$ cat config.mk
export PLATFORM = sky130hd
export DESIGN_NAME = vme_bus_arbiter2
export DESIGN_NICKNAME = d
export VERILOG_FILES = /design/src/rtl/vme_bus_arbiter2.sv
export SDC_FILE = /design/constraint.sdc
export NUM_CORES = 1
export LEC_CHECK = 0
export CAP_MARGIN = 20
export CORE_MARGIN = 1.5
export CORE_UTILIZATION = 39
export CTS_CLUSTER_SIZE = 28
export DETAILED_ROUTE_END_ITERATION = 6
export GPL_TIMING_DRIVEN = 0
export PLACE_DENSITY_LB_ADDON = 0.12
export RECOVER_POWER = 100
export SETUP_SLACK_MARGIN = 0.5
export SLEW_MARGIN = 5
export SYNTH_ARGS = -nofsm -noshare
export SYNTH_HDL_FRONTEND = slang
export SYNTH_SLANG_ARGS = --single-unit
export TNS_END_PERCENT = 30
$ cat constraint.sdc
create_clock -name clk -period 1.45 [get_ports clk]
set_input_delay 0.2175 -clock clk [delete_from_list [all_inputs] [get_ports clk]]
set_output_delay 0.2175 -clock clk [all_outputs]
set_load 0.02 [all_outputs]
$ cat src/rtl/vme_bus_arbiter2.sv
// vme_bus_arbiter2: round-robin arbiter sharing one register-bank slave port between two masters,
// one transaction at a time, with a completion timeout so a silent slave cannot hang a master.
module vme_bus_arbiter2 #(
    parameter int          TIMEOUT  = 255,
    parameter logic [31:0] ERR_DATA = 32'hFFFFFFFF
) (
    input  logic        clk,
    input  logic        rst_n,
    input  logic [17:0] m0_addr,
    input  logic [31:0] m0_wdata,
    input  logic        m0_rd,
    input  logic        m0_wr,
    output logic [31:0] m0_rdata,
    output logic        m0_done,
    output logic        m0_err,
    input  logic [17:0] m1_addr,
    input  logic [31:0] m1_wdata,
    input  logic        m1_rd,
    input  logic        m1_wr,
    output logic [31:0] m1_rdata,
    output logic        m1_done,
    output logic        m1_err,
    output logic [17:0] s_addr,
    output logic [31:0] s_wdata,
    output logic        s_rd,
    output logic        s_wr,
    input  logic [31:0] s_rdata,
    input  logic        s_rd_done,
    input  logic        s_wr_done,
    input  logic        s_rd_err,
    input  logic        s_wr_err,
    output logic        late_ack
);
    typedef enum logic [1:0] {IDLE, ISSUE, WAIT, DONE} state_t;
    localparam logic [7:0] CNT_LAST = 8'(TIMEOUT - 1);
    state_t     state, state_nx;
    logic       owner, is_wr, last_grant, res_err;
    logic [7:0] cnt;
    logic       req0, req1, grant, ack, ack_err, tmo, finish, stray;
    always_comb begin
        req0    = m0_rd | m0_wr;
        req1    = m1_rd | m1_wr;
        grant   = (req0 & req1) ? ~last_grant : req1;
        ack     = is_wr ? s_wr_done : s_rd_done;
        ack_err = is_wr ? s_wr_err : s_rd_err;
        tmo     = cnt == CNT_LAST;
        finish  = (state == WAIT) & (ack | tmo);
        // in WAIT only the other ack type is stray; elsewhere every ack is
        stray   = (state == WAIT) ? (is_wr ? s_rd_done : s_wr_done) : (s_rd_done | s_wr_done);
    end
    always_ff @(posedge clk)
        state <= !rst_n ? IDLE : state_nx;
    always_comb begin
        state_nx = state;
        case (state)
            IDLE:    state_nx = (req0 | req1) ? ISSUE : IDLE;
            ISSUE:   state_nx = WAIT;
            WAIT:    state_nx = (ack | tmo) ? DONE : WAIT;
            default: state_nx = IDLE;
        endcase
    end
    always_comb begin
        s_rd    = (state == ISSUE) & ~is_wr;
        s_wr    = (state == ISSUE) & is_wr;
        m0_done = (state == DONE) & ~owner;
        m1_done = (state == DONE) & owner;
        m0_err  = m0_done & res_err;
        m1_err  = m1_done & res_err;
    end
    always_ff @(posedge clk) begin
        if (!rst_n) begin
            owner      <= 1'b0;
            is_wr      <= 1'b0;
            last_grant <= 1'b1;
            res_err    <= 1'b0;
            cnt        <= 8'd0;
            s_addr     <= 18'd0;
            s_wdata    <= 32'd0;
            m0_rdata   <= 32'd0;
            m1_rdata   <= 32'd0;
            late_ack   <= 1'b0;
        end else begin
            if (state == IDLE && (req0 | req1)) begin
                owner   <= grant;
                is_wr   <= grant ? m1_wr : m0_wr;
                s_addr  <= grant ? m1_addr : m0_addr;
                s_wdata <= grant ? m1_wdata : m0_wdata;
            end
            cnt <= (state == WAIT) ? cnt + 8'd1 : 8'd0;
            // an ack in the final WAIT cycle beats the timeout
            if (finish) begin
                res_err <= ~ack | ack_err;
                if (!is_wr && !owner)
                    m0_rdata <= ack ? s_rdata : ERR_DATA;
                if (!is_wr && owner)
                    m1_rdata <= ack ? s_rdata : ERR_DATA;
            end
            if (state == DONE)
                last_grant <= owner;
            late_ack <= stray;
        end
    end
endmodule

# Yosys cells after proc, flatten, opt, wreduce, memory -nomap -nowiden
# Cells that the tools add are included.
dict set report totals {
  ram_bits 0
  elab_cells 55
  n_memories 0
  reg_bits 129
  in_bits 142
  romBits 0
  out_inout_bits 121
  latch_bits 0
}
dict set report op_classes {
  n_addsub 1
  eq_ne 4
  n_lt_le_gt_ge 0
  div 0
  n_reduce_logical 9
  n_mux 12
  n_mul 0
  bitwise_logic 18
  shift 0
}
# operator n
set op_table {}
lappend op_table {{$mux W32} 2}
lappend op_table {{$mux W18} 1}
lappend op_table {{$add A8 B1 Y8 const B} 1}
lappend op_table {{$and A1 B1 Y1} 8}
lappend op_table {{$eq A8 B8 Y1 const B} 1}
lappend op_table {{$mux W1} 8}
lappend op_table {{$or A1 B1 Y1} 6}
lappend op_table {{$pmux W2 S3} 1}
lappend op_table {{$reduce_and A2 Y1} 3}
lappend op_table {{$eq A2 B2 Y1 const B} 2}
lappend op_table {{$not A1 Y1} 4}
lappend op_table {{$logic_and A1 B1 Y1} 3}
lappend op_table {{$eq A2 B1 Y1 const B} 1}
lappend op_table {{$logic_not A1 Y1} 2}
lappend op_table {{$logic_not A2 Y1} 1}

# Logic depth before layout (Yosys ltp)
# Gate-level depths: netlist of the first run.
dict set report logic_depth {
  ltp_word 4
  mapped_depth 7
  ltp_nobuf 5
}

# Least setup slack after synthesis of the first run
# OpenSTA, ideal clock, no wires.
dict set report synth_timing {
  path_type {flip-flop to flip-flop}
  start {register state[0]}
  end {register m1_rdata[28]}
  setup_ns 0.147
  arrival_time_ns 1.420
  period_less_slack_ns 1.567
  stages_incl_launch_ff 8
  n_path_buf 2
  t_required_ns 1.303
  slack_ns -0.117
  cell_sequence {dfxtp_1 -> inv_1 -> ha_1 -> clkbuf_1 -> clkbuf_1 -> nand3b_1 -> mux2i_1 -> a311oi_2}
}
dict set report synth_via {
  elab_chain_len 3
}
# item line_no
set synth_rtl {}
lappend synth_rtl {{from (decl)} 36} ;# state_t state, state_nx;
lappend synth_rtl {{from (signal assigned)} 52} ;# state <= !rst_n ? IDLE : state_nx;
lappend synth_rtl {{$eq A2 B2 Y1} 47} ;# finish = (state == WAIT) & (ack | tmo);
lappend synth_rtl {{$and A1 B1 Y1} 47}
lappend synth_rtl {{$reduce_and A2 Y1 (no line)} -}
lappend synth_rtl {{to (signal assigned)} 96} ;# m1_rdata <= ack ? s_rdata : ERR_DATA;
lappend synth_rtl {{to (decl)} 20} ;# output logic [31:0] m1_rdata,
# No other way between the ends.
# A chain may end at the register's enable or synchronous reset.

# Worst setup path in the final report of the first run
dict set report layout_timing {
  start {register state[0]}
  end {register m1_rdata[11]}
}
# Same word-level chain as after synthesis.

==> impl_metrics.env, run 1 <==
export IMPL_run_status="finished with violations"
export IMPL_violations="negative setup slack"
export IMPL_tritoncts="built"
export IMPL_power_uw=19060
export IMPL_antenna_found_initial=4
export IMPL_post_synth_top_area_fraction_pct=39.88
export IMPL_grt_max_degree=17
export IMPL_slew_viol_final=0
export IMPL_leakagePower_uw=0.004046
export IMPL_busiest_layer="met2"
export IMPL_initial_core_util_pct=40.32
export IMPL_startpoint_type="flop"
export IMPL_grtUsageMet1_pct=30.32
export IMPL_root_buffer="clkbuf_16"
export IMPL_tns_ps=-2962
export IMPL_relSlewSlack_pct=45.31
export IMPL_ant_nets=0
export IMPL_clk_latency_ps=430
export IMPL_dr_total_vias=6711
export IMPL_die_h_um=131.9
export IMPL_synth_nets=852
export IMPL_io_pins=263
export IMPL_overflow=0
export IMPL_async_flop_share_pct=0
export IMPL_synth_seq_cells=129
export IMPL_track_usage_pct=24.98
export IMPL_numCtsBuffers=17
export IMPL_dr_pass1_iters=5
export IMPL_hold_viol_final=0
export IMPL_synth_top_area_cell="dfxtp_1"
export IMPL_grt_pass1_vias=6440
export IMPL_syn_avg_cell_area_um2=9.197
export IMPL_syn2layout_area_growth_pct=72.08
export IMPL_clockPowerShare_pct=24.9
export IMPL_peakVddDrop_mv=1.093
export IMPL_worstPathRequired_ps=1770
export IMPL_core_um2=16060
export IMPL_drive_gt1_share_pct=42.47
export IMPL_critPathArrivalTime_ps=1870
export IMPL_worst_slack_ps=-99.67
export IMPL_swShare_pct=36.71
export IMPL_critPathCapture="m1_rdata[11]$_SDFFE_PN0P_"
export IMPL_cts_max_path_buffers=2
export IMPL_via_per_inst=5.403
export IMPL_clkTransAtPathRegs_ps=60
export IMPL_reg2reg_slack_ps=-100
export IMPL_use_met2_pct=41.87
export IMPL_crit_type="flop to flop"
export IMPL_rsz0062_at_grt="true"
export IMPL_synth_cell_area_um2=6475
export IMPL_fmax_mhz=645.3
export IMPL_synth_area_top_cells="dfxtp_1 (40%), mux2i_1 (10%), a311oi_2 (9.3%)"
export IMPL_fin_hold_ws_ps=145.7
export IMPL_seq_area_frac_synth_pct=39.88
export IMPL_synth_most_common_cell="dfxtp_1"
export IMPL_worst_r2r_startpoint="state[0]$_SDFF_PN0_"
export IMPL_r2r_end="m1_rdata[11]$_SDFFE_PN0P_"
export IMPL_drtIter0Drc=345
export IMPL_worstMarginPinSlew_ps=820.3
export IMPL_syn_inst=704
export IMPL_htree_levels=4
export IMPL_maxCapViolCount=0
export IMPL_crit_path_end_kind="flop"
export IMPL_synth_warnings=0
export IMPL_critPathMaxFanout=7
export IMPL_final_min_clock_period_ps=1550
export IMPL_utilization_pct=69.39
export IMPL_synth_ff_type="dfxtp_1"
export IMPL_worstSetupStartpoint="state[0]$_SDFF_PN0_"
export IMPL_grt_pass1_wl_mm=34.44
export IMPL_switchingPower_uw=6997
export IMPL_wire_per_inst_um=18.58
export IMPL_hold_buffers=0
export IMPL_die_w_um=131.9
export IMPL_r2r_cells=7
export IMPL_ys_types=39
export IMPL_setup_viol=61
export IMPL_p_comb_share_pct=48.1
export IMPL_rows=46
export IMPL_place_congestion=0.8053
export IMPL_intPower_uw=12060
export IMPL_seq_power_share_pct=27.0
export IMPL_skew_ps=9.862
export IMPL_fin_crit_sh_pct=106.9
export IMPL_port_buffers=260
export IMPL_drt_wl_total_mm=23.08
export IMPL_die_area_um2=17380
export IMPL_grtUsageMet3_pct=8.343
export IMPL_drc_errors=0
export IMPL_synth_edf_count=0
export IMPL_synth_top_cells_by_count="dfxtp_1 (129), o21ai_0 (104), inv_1 (72)"
export IMPL_power_density_nw_per_um2=1711
export IMPL_holdCritPathClass="primary input to flop"
export IMPL_hpwl_mm=15.61
export IMPL_fillers=1263
export IMPL_cts_sinks=129
export IMPL_final_nets=1158
==> area by class of cell <==
class                           instances  area [um^2]  area share, %
Clock inverter                         14        214.0          1.920
Buffer                                 75        711.9          6.390
Sequential cell                       129         2663          23.90
Timing Repair Buffer                  287         2845          25.54
Tap cell                              216        270.3          2.426
Clock buffer                           17        425.4          3.818
Multi-Input combinational cell        427         3720          33.39
Antenna cell                            4        10.01        0.08984
Inverter                               73        282.8          2.538
==> power by group through the flow <==
stage | clock, uW | combinational, uW | sequential, uW
after floorplan | 0 | 3490 | 5580
after global placement | 0 | 6990 | 4800
after detailed placement | 0 | 7010 | 4810
after CTS | 4770 | 6960 | 4780
after global routing | 4970 | 9710 | 5230
final | 4740 | 9170 | 5150
==> worst min path at each step <==
stage                                 start                  endpoint  slack, ps  depth (start not counted)
after detailed placement  cnt[0]$_SDFF_PN0_         cnt[0]$_SDFF_PN0_        470                          1
after floorplan                       m0_wr        is_wr$_SDFFE_PN0P_        350                          2
after global routing                  rst_n  s_wdata[31]$_SDFFE_PN0P_        150                          3
after CTS                             rst_n        is_wr$_SDFFE_PN0P_        150                          3
after global placement    cnt[0]$_SDFF_PN0_         cnt[0]$_SDFF_PN0_        460                          1
final                                 rst_n  s_wdata[31]$_SDFFE_PN0P_        150                          3
==> worst max-delay path: stages, from the launching register on <==
cell       delay (ps)
dfxtp_4           380
inv_4              50
ha_4              160
buf_8             140
clkbuf_16         150
nand3b_1          120
mux2i_1           120
a311oi_2          300
==> state kept, by name, indices dropped and copies added (netlist names) <==
name	cells
is_wr	1
last_grant	1
state	2
m0_rdata	32
owner	1
m1_rdata	32
s_addr	18
late_ack	1
res_err	1
cnt	8
s_wdata	32
==> repair_timing <==
action,4_1_cts,5_1_grt
setup endpoints to repair,249,250
setup buffers,13,5
gates resized for setup,280,694
gates cloned,1,8
pin swaps,11,14
==> through the flow <==
step / std cells / setup WS, ps / instance area, um^2
after floorplan: 704 / 81.62 / 6591
after global placement: 1180 / -605.1 / 9464
after detailed placement: 1180 / -649.7 / 9464
after CTS: 1225 / -87.20 / 10310
after global routing: 1241 / -143.6 / 11140
final: 1242 / -99.67 / 11140
==> logic make-up after synthesis <==
group                    synth area share (%)
AO/OA/AOI/OAI                           31.19
XOR/XNOR                               0.4059
adder cells (fa/ha/maj)                 1.159
buffers and inverters                   10.38
flip-flops                              39.88
multiplexers                            10.22
AND/OR/NAND/NOR                         6.763
==> cell usage in the layout, fill, tap and decap left out, types with 40 or more instances in the layout <==
cell type        count
buf_4               80
mux2i_1             64
a31oi_1             41
clkdlybuf4s50_1    135
o21ai_2             40
dfxtp_2             52
buf_6               72
inv_1               68
dfxtp_1             73
a311oi_2            49
o21ai_0             54
==> metal layers <==
layer | share of wire [%] | routed length, um
met1 | 41 | 9525
met2 | 49 | 11370
met3 | 7.8 | 1802
met4 | 1.7 | 382
met5 | 0 | 0
No activity file was read; power rests on OpenSTA's default activity.
==> run 2: changes to the inputs <==
--- a/config.mk
+++ b/config.mk
@@ -14,8 +14,8 @@
 export PLACE_DENSITY_LB_ADDON = 0.12
 export RECOVER_POWER = 100
 export SETUP_SLACK_MARGIN = 0.5
+export SKIP_LAST_GASP = 1
 export SLEW_MARGIN = 5
 export SYNTH_ARGS = -nofsm -noshare
 export SYNTH_HDL_FRONTEND = slang
 export SYNTH_SLANG_ARGS = --single-unit
-export TNS_END_PERCENT = 30
==> impl_metrics.env, run 2 (synthesis gave the netlist of run 1 again) <==
export IMPL_multi_input_area_um2=3918
export IMPL_tritoncts="built"
export IMPL_drc_errors=0
export IMPL_worstPathRequired_ps=1760
export IMPL_track_usage_pct=27.45
export IMPL_power_uw=20640
export IMPL_fillers=1046
export IMPL_wire_per_inst_um=19.03
export IMPL_core_um2=16060
export IMPL_final_nets=1266
export IMPL_holdPathStages=3
export IMPL_relSlewSlack_pct=41.83
export IMPL_fmax_mhz=650.4
export IMPL_min_delay_start="rst_n"
export IMPL_dr_pass1_iters=5
export IMPL_grt_pass1_vias=7196
export IMPL_place_congestion=0.8226
export IMPL_leakagePower_uw=0.004678
export IMPL_maxCapViolCount=0
export IMPL_reg_top3="m0_rdata x32, m1_rdata x32, s_wdata x32"
export IMPL_syn2layout_area_growth_pct=91.96
export IMPL_utilization_pct=77.40
export IMPL_drt_wl_total_mm=25.65
export IMPL_hold_viol_final=0
export IMPL_dr_total_vias=7289
export IMPL_grt_pass1_wl_mm=38.35
export IMPL_initial_core_util_pct=40.32
export IMPL_root_buffer="clkbuf_16"
export IMPL_die_area_um2=17380
export IMPL_die_h_um=131.9
export IMPL_design_area_um2=12430
export IMPL_dp_cells=1180
export IMPL_die_w_um=131.9
export IMPL_fin_cells=1348
export IMPL_critPathMaxFanout=10
export IMPL_hpwl_mm=15.91
export IMPL_cts_sinks=129
export IMPL_clkTransAtPathRegs_ps=60
export IMPL_worstMarginPinSlew_ps=872.6
export IMPL_violations="negative setup slack"
export IMPL_setup_viol=77
export IMPL_numCtsBuffers=17
export IMPL_run_status="finished with violations"
export IMPL_crit_type="flop to flop"
export IMPL_path_buf_inv=3
export IMPL_fin_crit_sh_pct=106.0
export IMPL_slew_viol_final=0
export IMPL_io_pins=263
export IMPL_grt_max_degree=17
export IMPL_skew_ps=10.29
export IMPL_postPlaceCellArea_um2=9572
export IMPL_final_cell_mix="clkdlybuf4s50_1 (135), buf_6 (131), buf_4 (123)"
export IMPL_final_common_cell="clkdlybuf4s50_1"
export IMPL_via_per_inst=5.407
export IMPL_antenna_found_initial=2
export IMPL_cpPeakStageDelay_ps=370
export IMPL_crit_family="buffers and inverters"
export IMPL_worstSetupStartpoint="state[0]$_SDFF_PN0_"
export IMPL_critPathSlowestCell="dfxtp_4"
export IMPL_holdCritPathClass="primary input to flop"
export IMPL_worst_r2r_startpoint="state[0]$_SDFF_PN0_"
export IMPL_drive_gt1_share_pct=55.17
export IMPL_overflow=0
export IMPL_crit_path_end_kind="flop"
export IMPL_final_min_clock_period_ps=1538
export IMPL_register_area_um2=2753
export IMPL_clk_latency_ps=420
export IMPL_port_buffers=260
export IMPL_rsz0062_at_grt="true"
export IMPL_peakVddDrop_mv=1.212
export IMPL_worst_slack_ps=-87.55
export IMPL_critPathArrivalTime_ps=1850
export IMPL_rows=46
export IMPL_r2r_cells=7
export IMPL_ant_nets=0
export IMPL_startpoint_type="flop"
export IMPL_crit_chain="inv_4 > ha_4 > nand4_1 > or2_4 > buf_12 > buf_8 > a311oi_2"
export IMPL_drtIter0Drc=412
export IMPL_htree_levels=4
export IMPL_power_density_nw_per_um2=1661
export IMPL_cp_depth=7
export IMPL_cts_max_path_buffers=2
[run 2: worst register-to-register path: cells and delay by family, from the launching register on]
kind | cells | cell delay, ps
AO/OA/AOI/OAI | 1 | 200
adder cells (fa/ha/maj) | 1 | 150
buffers and inverters | 3 | 390
flip-flops | 1 | 370
AND/OR/NAND/NOR | 2 | 330
[run 2: worst paths after layout]
path,slack (ps),endpoint
setup / recovery,-90,m1_rdata[29]$_SDFFE_PN0P_
hold / removal,220,s_wdata[31]$_SDFFE_PN0P_
setup reg to reg,-90,m1_rdata[29]$_SDFFE_PN0P_
hold reg to reg,470,cnt[0]$_SDFF_PN0_
[run 2: through the flow]
step | hold slack (ps) | TNS, ps | worst slack [ps]
finish | 217.6 | -3931 | -87.55
global route | 223.8 | -10390 | -165.8
CTS | 189.1 | -4166 | -78.48
detailed placement | 451.2 | -44150 | -685.8
global placement | 449.0 | -42310 | -652.7
floorplan | 355.3 | 0 | 82.24
[run 2: area by class of cell]
cell class | count | share of cell area (%)
Sequential cell | 129 | 22.15
Multi-Input combinational cell | 427 | 31.52
Buffer | 75 | 5.597
Inverter | 73 | 2.295
Clock buffer | 17 | 3.423
Tap cell | 216 | 2.174
Antenna cell | 1 | 0.02013
Timing Repair Buffer | 395 | 31.47
Clock inverter | 15 | 1.359
[run 2: routing by layer]
layer	share of wire (%)	GRT usage (%)	vias to the layer above
met3	7.5	8.612	67
met2	50	48.01	315
met4	3.2	9.383	2
met5	0.047	0	-
li1	-	-	3424
met1	40	31.70	3481
[run 2: what timing repair did]
| action | CTS | global route |
|---|---|---|
| pin swaps | 23 | 11 |
| hold buffers | 0 | 0 |
| gates cloned | 9 | 0 |
| gates resized for setup | 886 | 207 |
| buffers inserted | 73 | 53 |
| setup endpoints to repair | 249 | 250 |
[run 2: report_power, final]
group          switching, uW  leakage, uW  internal [uW]
clock                   1720     0.000276           2690
combinational           5310      0.00329           5780
sequential               675      0.00111           4470
